$ cat src/rtl/tensor_pkg.sv
// tensor_pkg: shared types and widths for the tensor-side sequencers.
package tensor_pkg;
    localparam int DATA_W = 16;
    typedef enum logic [1:0] {IDLE, LOAD, DUMP, DONE} loader_state_t;
    typedef enum logic {MODE_LOAD = 1'b0, MODE_DUMP = 1'b1} xfer_mode_t;
endpackage

$ cat src/rtl/tensor_index_counter.sv
// tensor_index_counter: row-major (row, col) walker over a 2^ROW_BITS x 2^COL_BITS tensor.
module tensor_index_counter #(
    parameter int ROW_BITS = 2,
    parameter int COL_BITS = 4
) (
    input  logic                clk,
    input  logic                rst_n,
    input  logic                clr,
    input  logic                inc,
    output logic [ROW_BITS-1:0] row,
    output logic [COL_BITS-1:0] col,
    output logic                last
);
    localparam int W = ROW_BITS + COL_BITS;
    logic [W-1:0] idx;
    // Row-major order falls out of treating {row, col} as one flat index.
    always_ff @(posedge clk or negedge rst_n) begin
        if (!rst_n) idx <= '0;
        else if (clr) idx <= '0;
        else if (inc) idx <= idx + W'(1);
    end
    assign {row, col} = idx;
    assign last = &idx;
endmodule

$ cat src/rtl/tensor_loader.sv
// tensor_loader: streams words into (LOAD) or out of (DUMP) a parameter tensor in row-major order.
import tensor_pkg::*;
module tensor_loader #(
    parameter int ROW_BITS = 2,
    parameter int COL_BITS = 4
) (
    input  logic                clk,
    input  logic                rst_n,
    input  logic                start,
    input  logic                mode,
    input  logic                abort,
    output logic                busy,
    output logic                done,
    input  logic                in_valid,
    output logic                in_ready,
    input  logic [DATA_W-1:0]   in_data,
    output logic                out_valid,
    input  logic                out_ready,
    output logic [DATA_W-1:0]   out_data,
    output logic                t_write,
    output logic [ROW_BITS-1:0] t_sel_r,
    output logic [COL_BITS-1:0] t_sel_c,
    output logic [DATA_W-1:0]   t_param_in,
    input  logic [DATA_W-1:0]   t_param_out
);
    loader_state_t state, nxt;
    logic hs, last, clr;
    always_ff @(posedge clk or negedge rst_n) begin
        if (!rst_n) state <= IDLE;
        else state <= nxt;
    end
    assign hs = (state == LOAD && in_valid) || (state == DUMP && out_ready);
    // Abort beats completion: a final handshake with abort still returns to IDLE silently.
    always_comb begin
        nxt = state;
        case (state)
            IDLE: if (start && !abort) nxt = (xfer_mode_t'(mode) == MODE_DUMP) ? DUMP : LOAD;
            LOAD, DUMP: nxt = abort ? IDLE : (hs && last) ? DONE : state;
            default: nxt = IDLE;
        endcase
    end
    assign clr = (state == IDLE) || (nxt == IDLE);
    tensor_index_counter #(.ROW_BITS(ROW_BITS), .COL_BITS(COL_BITS)) u_idx (
        .clk  (clk),
        .rst_n(rst_n),
        .clr  (clr),
        .inc  (hs),
        .row  (t_sel_r),
        .col  (t_sel_c),
        .last (last)
    );
    assign busy       = state != IDLE;
    assign done       = state == DONE;
    assign in_ready   = state == LOAD;
    assign t_write    = state == LOAD && in_valid;
    assign t_param_in = (state == LOAD) ? in_data : '0;
    assign out_valid  = state == DUMP;
    assign out_data   = (state == DUMP) ? t_param_out : '0;
endmodule

$ cat config.mk
export PLATFORM = sky130hd
export DESIGN_NAME = tensor_loader
export DESIGN_NICKNAME = d
export VERILOG_FILES = /design/src/rtl/tensor_pkg.sv /design/src/rtl/tensor_index_counter.sv /design/src/rtl/tensor_loader.sv
export SDC_FILE = /design/constraint.sdc
export NUM_CORES = 1
export LEC_CHECK = 0
export ABC_AREA = 1
export BUFFER_PORTS_ARGS = -buffer_cell sky130_fd_sc_hd__buf_2
export CAP_MARGIN = 15
export CORE_MARGIN = 3
export CORE_UTILIZATION = 35
export DETAILED_ROUTE_END_ITERATION = 8
export GPL_ROUTABILITY_DRIVEN = 0
export PLACE_DENSITY_LB_ADDON = 0.05
export REMOVE_ABC_BUFFERS = 1
export SETUP_SLACK_MARGIN = 0.02
export SYNTH_ARGS = -nofsm -noshare
export SYNTH_HDL_FRONTEND = slang
export SYNTH_SLANG_ARGS = --single-unit
$ cat constraint.sdc
create_clock -name clk -period 1.7 [get_ports clk]
set_input_delay 0.255 -clock clk [delete_from_list [all_inputs] [get_ports clk]]
set_output_delay 0.255 -clock clk [all_outputs]
set_load 0.05 [all_outputs]
# ---- After elaboration in Yosys (flattened, before gate mapping)
# Cells that the tools add are included.
dict set report op_classes {
  addsub 1
  mux 9
  n_eq_ne 3
  reduce_logical 13
}
# operator count
set ops {}
lappend ops {{2-to-1 mux 16 bit} 2}
lappend ops {{2-to-1 mux 6 bit} 2}
lappend ops {{2-to-1 mux 2 bit} 4}
lappend ops {{adder 6 x 1 -> 6 bit (second input constant)} 1}
lappend ops {{AND reduction 6 bit} 1}
lappend ops {{equality test 2 bit (second input constant)} 2}
lappend ops {{logical AND 1 bit} 4}
lappend ops {{zero test 2 bit} 2}
lappend ops {{case mux 2 bit (2 select lines)} 1}
lappend ops {{nonzero test 2 bit} 2}
lappend ops {{equality test 2 x 1 -> 1 bit (second input constant)} 1}
lappend ops {{logical OR 1 bit} 2}
lappend ops {{OR reduction 2 bit} 1}
lappend ops {{zero test 1 bit} 1}
dict set report totals {
  in_bits 39
  ff_bits 8
  out_inout_bits 43
}

# ---- Longest topological paths before layout
dict set report logic_depth {
  ltp_word 10
  depth_mapped 13
}

# ---- Hierarchy
# Synthesis repeated with hierarchy kept, for this count alone.
dict set report unflattened {
  hier_cells 147
  hier_area_um2 837.1
}
# module n_inst cells_per_inst seq_area_each_um2 area_per_inst_um2
set by_module_without_submodules {}
lappend by_module_without_submodules {tensor_loader 1 105 50.0 519.2}
lappend by_module_without_submodules {tensor_index_counter 1 42 150.1 317.8}

# ---- Worst setup path before layout
# Ideal clock, no wire load.
dict set report synth_timing {
  path_kind {register to output}
  from {register state[0]}
  to {output port out_data[10]}
  path_buffers 2
  slack_ps -416
  path_stages_with_launch 7
  t_arrival_ps 1861
  required_time_ps 1445
  path_cell_list {dfrtp_1 inv_1 ha_1 buf_4 clkbuf_1 nand2_1 inv_1}
}
dict set report synth_via {
  elab_chain_cells 2
}
# item line
set synth_lines {}
lappend synth_lines {{start, declared} tensor_loader.sv:26} ;# loader_state_t state, nxt;
lappend synth_lines {{start signal, assigned} tensor_loader.sv:30} ;# else state <= nxt;
lappend synth_lines {{equality test 2 bit} -}
lappend synth_lines {{named net out_valid} tensor_loader.sv:17} ;# output logic out_valid,
lappend synth_lines {{2-to-1 mux 16 bit} tensor_loader.sv:58} ;# assign out_data = (state == DUMP) ? t_param_out : '0;
lappend synth_lines {{end, declared} tensor_loader.sv:19} ;# output logic [DATA_W-1:0] out_data,
# The timed path passes the listed nets, and every way through them passes these cells.

# ---- Worst setup path in the final report
dict set report layout_timing {
  from {register state[0]}
  to {output port out_data[9]}
}
dict set report layout_via {
  elab_chain_cells 2
}
# item line
set layout_lines {}
lappend layout_lines {{equality test 2 bit} tensor_loader.sv:58}
lappend layout_lines {{2-to-1 mux 16 bit} tensor_loader.sv:58}
# Every way passes these cells.

==> impl_summary.md <==
Floorplanning
The horizontal extent of the die is about 55 um. The total core area is 0.00210 mm^2. The cell row count is 16.

The initial utilization of the core area, before any placement, comes to roughly two fifths. The die boundary height is around 55 um. During I/O placement, the number of pins put on the boundary was between 80 and 90. The die covers roughly 0.003 mm^2.

Timing
The number of setup violations in the final report is 0. Setup repair after global routing could not meet its margin everywhere. In the finished design, the share of the clock period the worst path needs comes to between 90% and 100%. The final setup skew is 5.33 ps. The number of hold violations in the final report is 0. The upper clock frequency limit is slightly below 600 MHz. The worst pin sits at a relative slew slack of about 83%. The smallest setup slack after layout is 20.7 ps. The minimum clock period is between 1500 and 2000 ps. The total negative slack is 0 ps. At the pin with the least slew margin, the transition time is roughly 260 ps.

The max-slew violation count came to 0.

Power
The areal power density over the cells is around 1600 mW/mm^2. The clock network burns 5.5% of the power. The maximum resistive drop on vdd is 0.00117 V. The static leakage power is about 1.1 nW. In this run, flip-flops and latches consume 9.8% of the power. The proportion of power drawn by combinational gates is between 80 and 90%. Net switching is between 50% and 60% of the power. For this design the total switching power over the nets is 1.55 mW.

The internal power of the cells totals 1.05 mW. The design draws ~2.6 mW.

Drt
After detailed routing, the total wire length is around 3200 um. The highest layer used for signal routing is met4. After detailed routing, the average wire length per cell comes to ~13 um.

The routed via count is about 1,100. In the routed layout, each cell is associated on average with a via count of between 4 and 5. The first detailed-routing pass ran for 4 iterations. After detailed routing, the met3 layer carries roughly 310 um of wire.

The detailed router finished its first iteration with 33 violations. The met1 layer wirelength in the final routing is 1080 um. The DRC violation count after routing is 0. In the detailed route, the total length drawn on met2 is around 1800 um. The number of routed nets with antenna violations is 0.

Yosys
Sequential elements use about a quarter of the synthesized area. The instance count of the mapped netlist is ~140. The synthesized design contains 0 enable-type register cells. For this run, the number of Yosys warnings is 0. Summing every instance area after synthesis gives around 820 um^2.

Counting distinct cell types in the post-synthesis netlist gives 19. The xor/xnor cell area share of the yosys netlist is 5.31%. The fraction of the mapped netlist area in compound gates is approximately 1.5%. After synthesis, the mean cell area works out to 6.11 um^2. For this run, asynchronously set or reset flops after synthesis account for 100%. The leading register cell type out of synthesis is sky130_fd_sc_hd__dfrtp_1.

After synthesis, the share of cell area in mux cells is between 1 and 1.5%. By area, the combinational part of the netlist is dominated by simple AND/OR/NAND/NOR gates. The simple-gate share of the synthesized area is a little over a third.

The synthesized-area fraction occupied by adder cells is ~7.6%. The flop and latch count out of synthesis is 8.

Setup path
The type of the worst setup path is reg2out. Among all stages on the critical path, the largest delay is contributed by sky130_fd_sc_hd__dfrtp_2. The element type at the critical path start is a register.

Among cell families on the critical path, the largest total delay comes from buffers and inverters. Traced cell by cell, the critical path runs through inv_4, ha_4, buf_12, nand2_1, inv_1, buf_6. The critical path capture point type is an output pin. The number of stages on the worst setup path is 6. The cell count of the worst reg-to-reg path is 12. The required time of the worst setup path is approximately 1400 ps. The data arrival time of the critical path is 1420 ps. The buffer and inverter count on the worst path is 4.

For this run, the slowest stage of the critical path takes ~460 ps. Of all nets on the critical path, the largest fanout is 9.

Place
At the placement stage, the worst setup path has a slack of about 85 ps. The count of buffers added on input and output ports is 81. After legalization and detailed placement, the total HPWL measured approximately 2100 um.

Layout
The diode insertion count for antenna repair is 0. In the layout the commonest cells are sky130_fd_sc_hd__buf_2, sky130_fd_sc_hd__nand2_1, sky130_fd_sc_hd__inv_1, sky130_fd_sc_hd__inv_2, sky130_fd_sc_hd__buf_6. Relative to the synthesized area, the layout overhead comes to 94.2%. The final layout contains 267 nets. Leaving out fill and tap cells, the most frequent cell in the layout is sky130_fd_sc_hd__buf_2.

The ratio of cells with drive above 1 in the final layout is between 60% and 70%.

GRT
The number of global-route vias before repair is 987. The overall routing resource usage is 17.4%. The maximum number of pins on one net before global-route repair is 18. The number of antenna violations at the first check in global routing was 0. The first global-routing pass estimated slightly below 4000 um of wire.

The total overflow reported by the global router is 0.

Clock tree
The clock latency of the later-clocked register in the worst-skew pair is roughly 250 ps. The CTS tree is done. Counting the buffers created by CTS gives 3. The sink count of the clock tree is 8. In this run the number of H-tree levels came out at 1. The maximum buffer depth of the clock tree is 2. The clock-pin slew of the registers on the worst-case setup and hold paths is 60 ps. The buffer type at the clock tree root is sky130_fd_sc_hd__clkbuf_4.

Job
The total of max-cap violations is 0.

Hold path
The path class of the tightest hold or removal check is in2async.

Status
The run finished with clean final reports.
-- synthesized netlist by cell type, types with 2 or more instances --
cell type / number / area [um^2]
sky130_fd_sc_hd__nor2_1: 4 / 15.0
sky130_fd_sc_hd__xor2_1: 4 / 35.0
sky130_fd_sc_hd__inv_2: 12 / 45.0
sky130_fd_sc_hd__dfrtp_1: 8 / 200
sky130_fd_sc_hd__nor2_2: 6 / 37.5
sky130_fd_sc_hd__buf_4: 2 / 15.0
sky130_fd_sc_hd__ha_1: 5 / 62.6
sky130_fd_sc_hd__nand2_2: 2 / 12.5
sky130_fd_sc_hd__inv_1: 33 / 124
sky130_fd_sc_hd__nand2_1: 46 / 173
sky130_fd_sc_hd__nand2_4: 4 / 45.0
sky130_fd_sc_hd__clkbuf_1: 2 / 7.51
-- worst reg2reg max path, stage by stage (launching register included) --
cell and delay [ps]:
sky130_fd_sc_hd__dfrtp_2 460, sky130_fd_sc_hd__inv_4 90, sky130_fd_sc_hd__ha_4 170, sky130_fd_sc_hd__nand2_4 60, sky130_fd_sc_hd__nand2_4 100, sky130_fd_sc_hd__nand3_2 90
sky130_fd_sc_hd__nand2_1 80, sky130_fd_sc_hd__nand2_1 50, sky130_fd_sc_hd__nand2_1 70, sky130_fd_sc_hd__nand2_2 60, sky130_fd_sc_hd__nand2_2 80, sky130_fd_sc_hd__nand2_4 90
sky130_fd_sc_hd__nor2_2 80
-- final timing paths --
check                                               from                        to  slack (ps)
max in group asynchronous                          rst_n        state[0]$_DFF_PN0_        1150
worst min-delay path                               rst_n  u_idx.idx[5]$_DFFE_PN0P_         370
worst max-delay path                  state[0]$_DFF_PN0_               out_data[9]          20
min in group clk                                   abort        state[1]$_DFF_PN0_         400
worst max register to register        state[0]$_DFF_PN0_  u_idx.idx[4]$_DFFE_PN0P_         160
worst min register to register  u_idx.idx[5]$_DFFE_PN0P_  u_idx.idx[5]$_DFFE_PN0P_         600
-- layer usage --
layer  global-route usage [%]  vias up
met4                     3.73        0
met5                        0        -
li1                         -      539
met2                     38.6       62
met3                     2.72        2
met1                     15.6      507
-- what timing repair did --
action                                 CTS  global route
pin swaps                                0             1
setup endpoints to repair               34            35
hold buffers                             1             0
cloned                                   0             1
endpoints found under the hold margin    8             0
buffers inserted                         1             1
gates resized for setup                 44            51
-- metrics by stage --
step,std cells,hold WS [ps],instance area (um^2),utilization (%)
floorplan,131,-40.6,802,-
global placement,241,104,1260,59.8
detailed placement,241,110,1260,59.8
CTS,246,364,1420,67.6
global route,248,385,1600,76.2
finish,248,369,1600,76.2
-- state kept, by name (all words and copies together), names as in the netlist --
| signal | count |
|---|---|
| u_idx.idx | 6 |
| state | 2 |
-- area by class of cell --
cell class                      count  area [um^2]
Inverter                           46          175
Timing Repair Buffer               87          694
Fill cell                         141          500
Tap cell                           27         33.8
Multi-Input combinational cell     77          474
Sequential cell                     8          201
Clock buffer                        3         22.5
-- cells by family (layout without fill, tap and decap cells) --
logic type,Yosys count,in the layout
multiplexers,1,1
XOR/XNOR,5,5
AND/OR/NAND/NOR,64,64
buffers and inverters,50,136
flip-flops,8,8
adder cells (fa/ha/maj),5,5
AO/OA/AOI/OAI,2,2
-- power by group through the flow --
| stage | clock network (mW) | logic (mW) | registers [mW] |
|---|---|---|---|
| 2_1_floorplan | 0 | 1.31 | 0.258 |
| 3_3_place_gp | 0 | 1.67 | 0.245 |
| 3_5_place_dp | 0 | 1.69 | 0.249 |
| 6_report | 0.143 | 2.20 | 0.256 |
| 4_1_cts | 0.152 | 1.90 | 0.244 |
| 5_1_grt | 0.157 | 2.33 | 0.261 |
No activity file was read; power rests on OpenSTA's default activity.
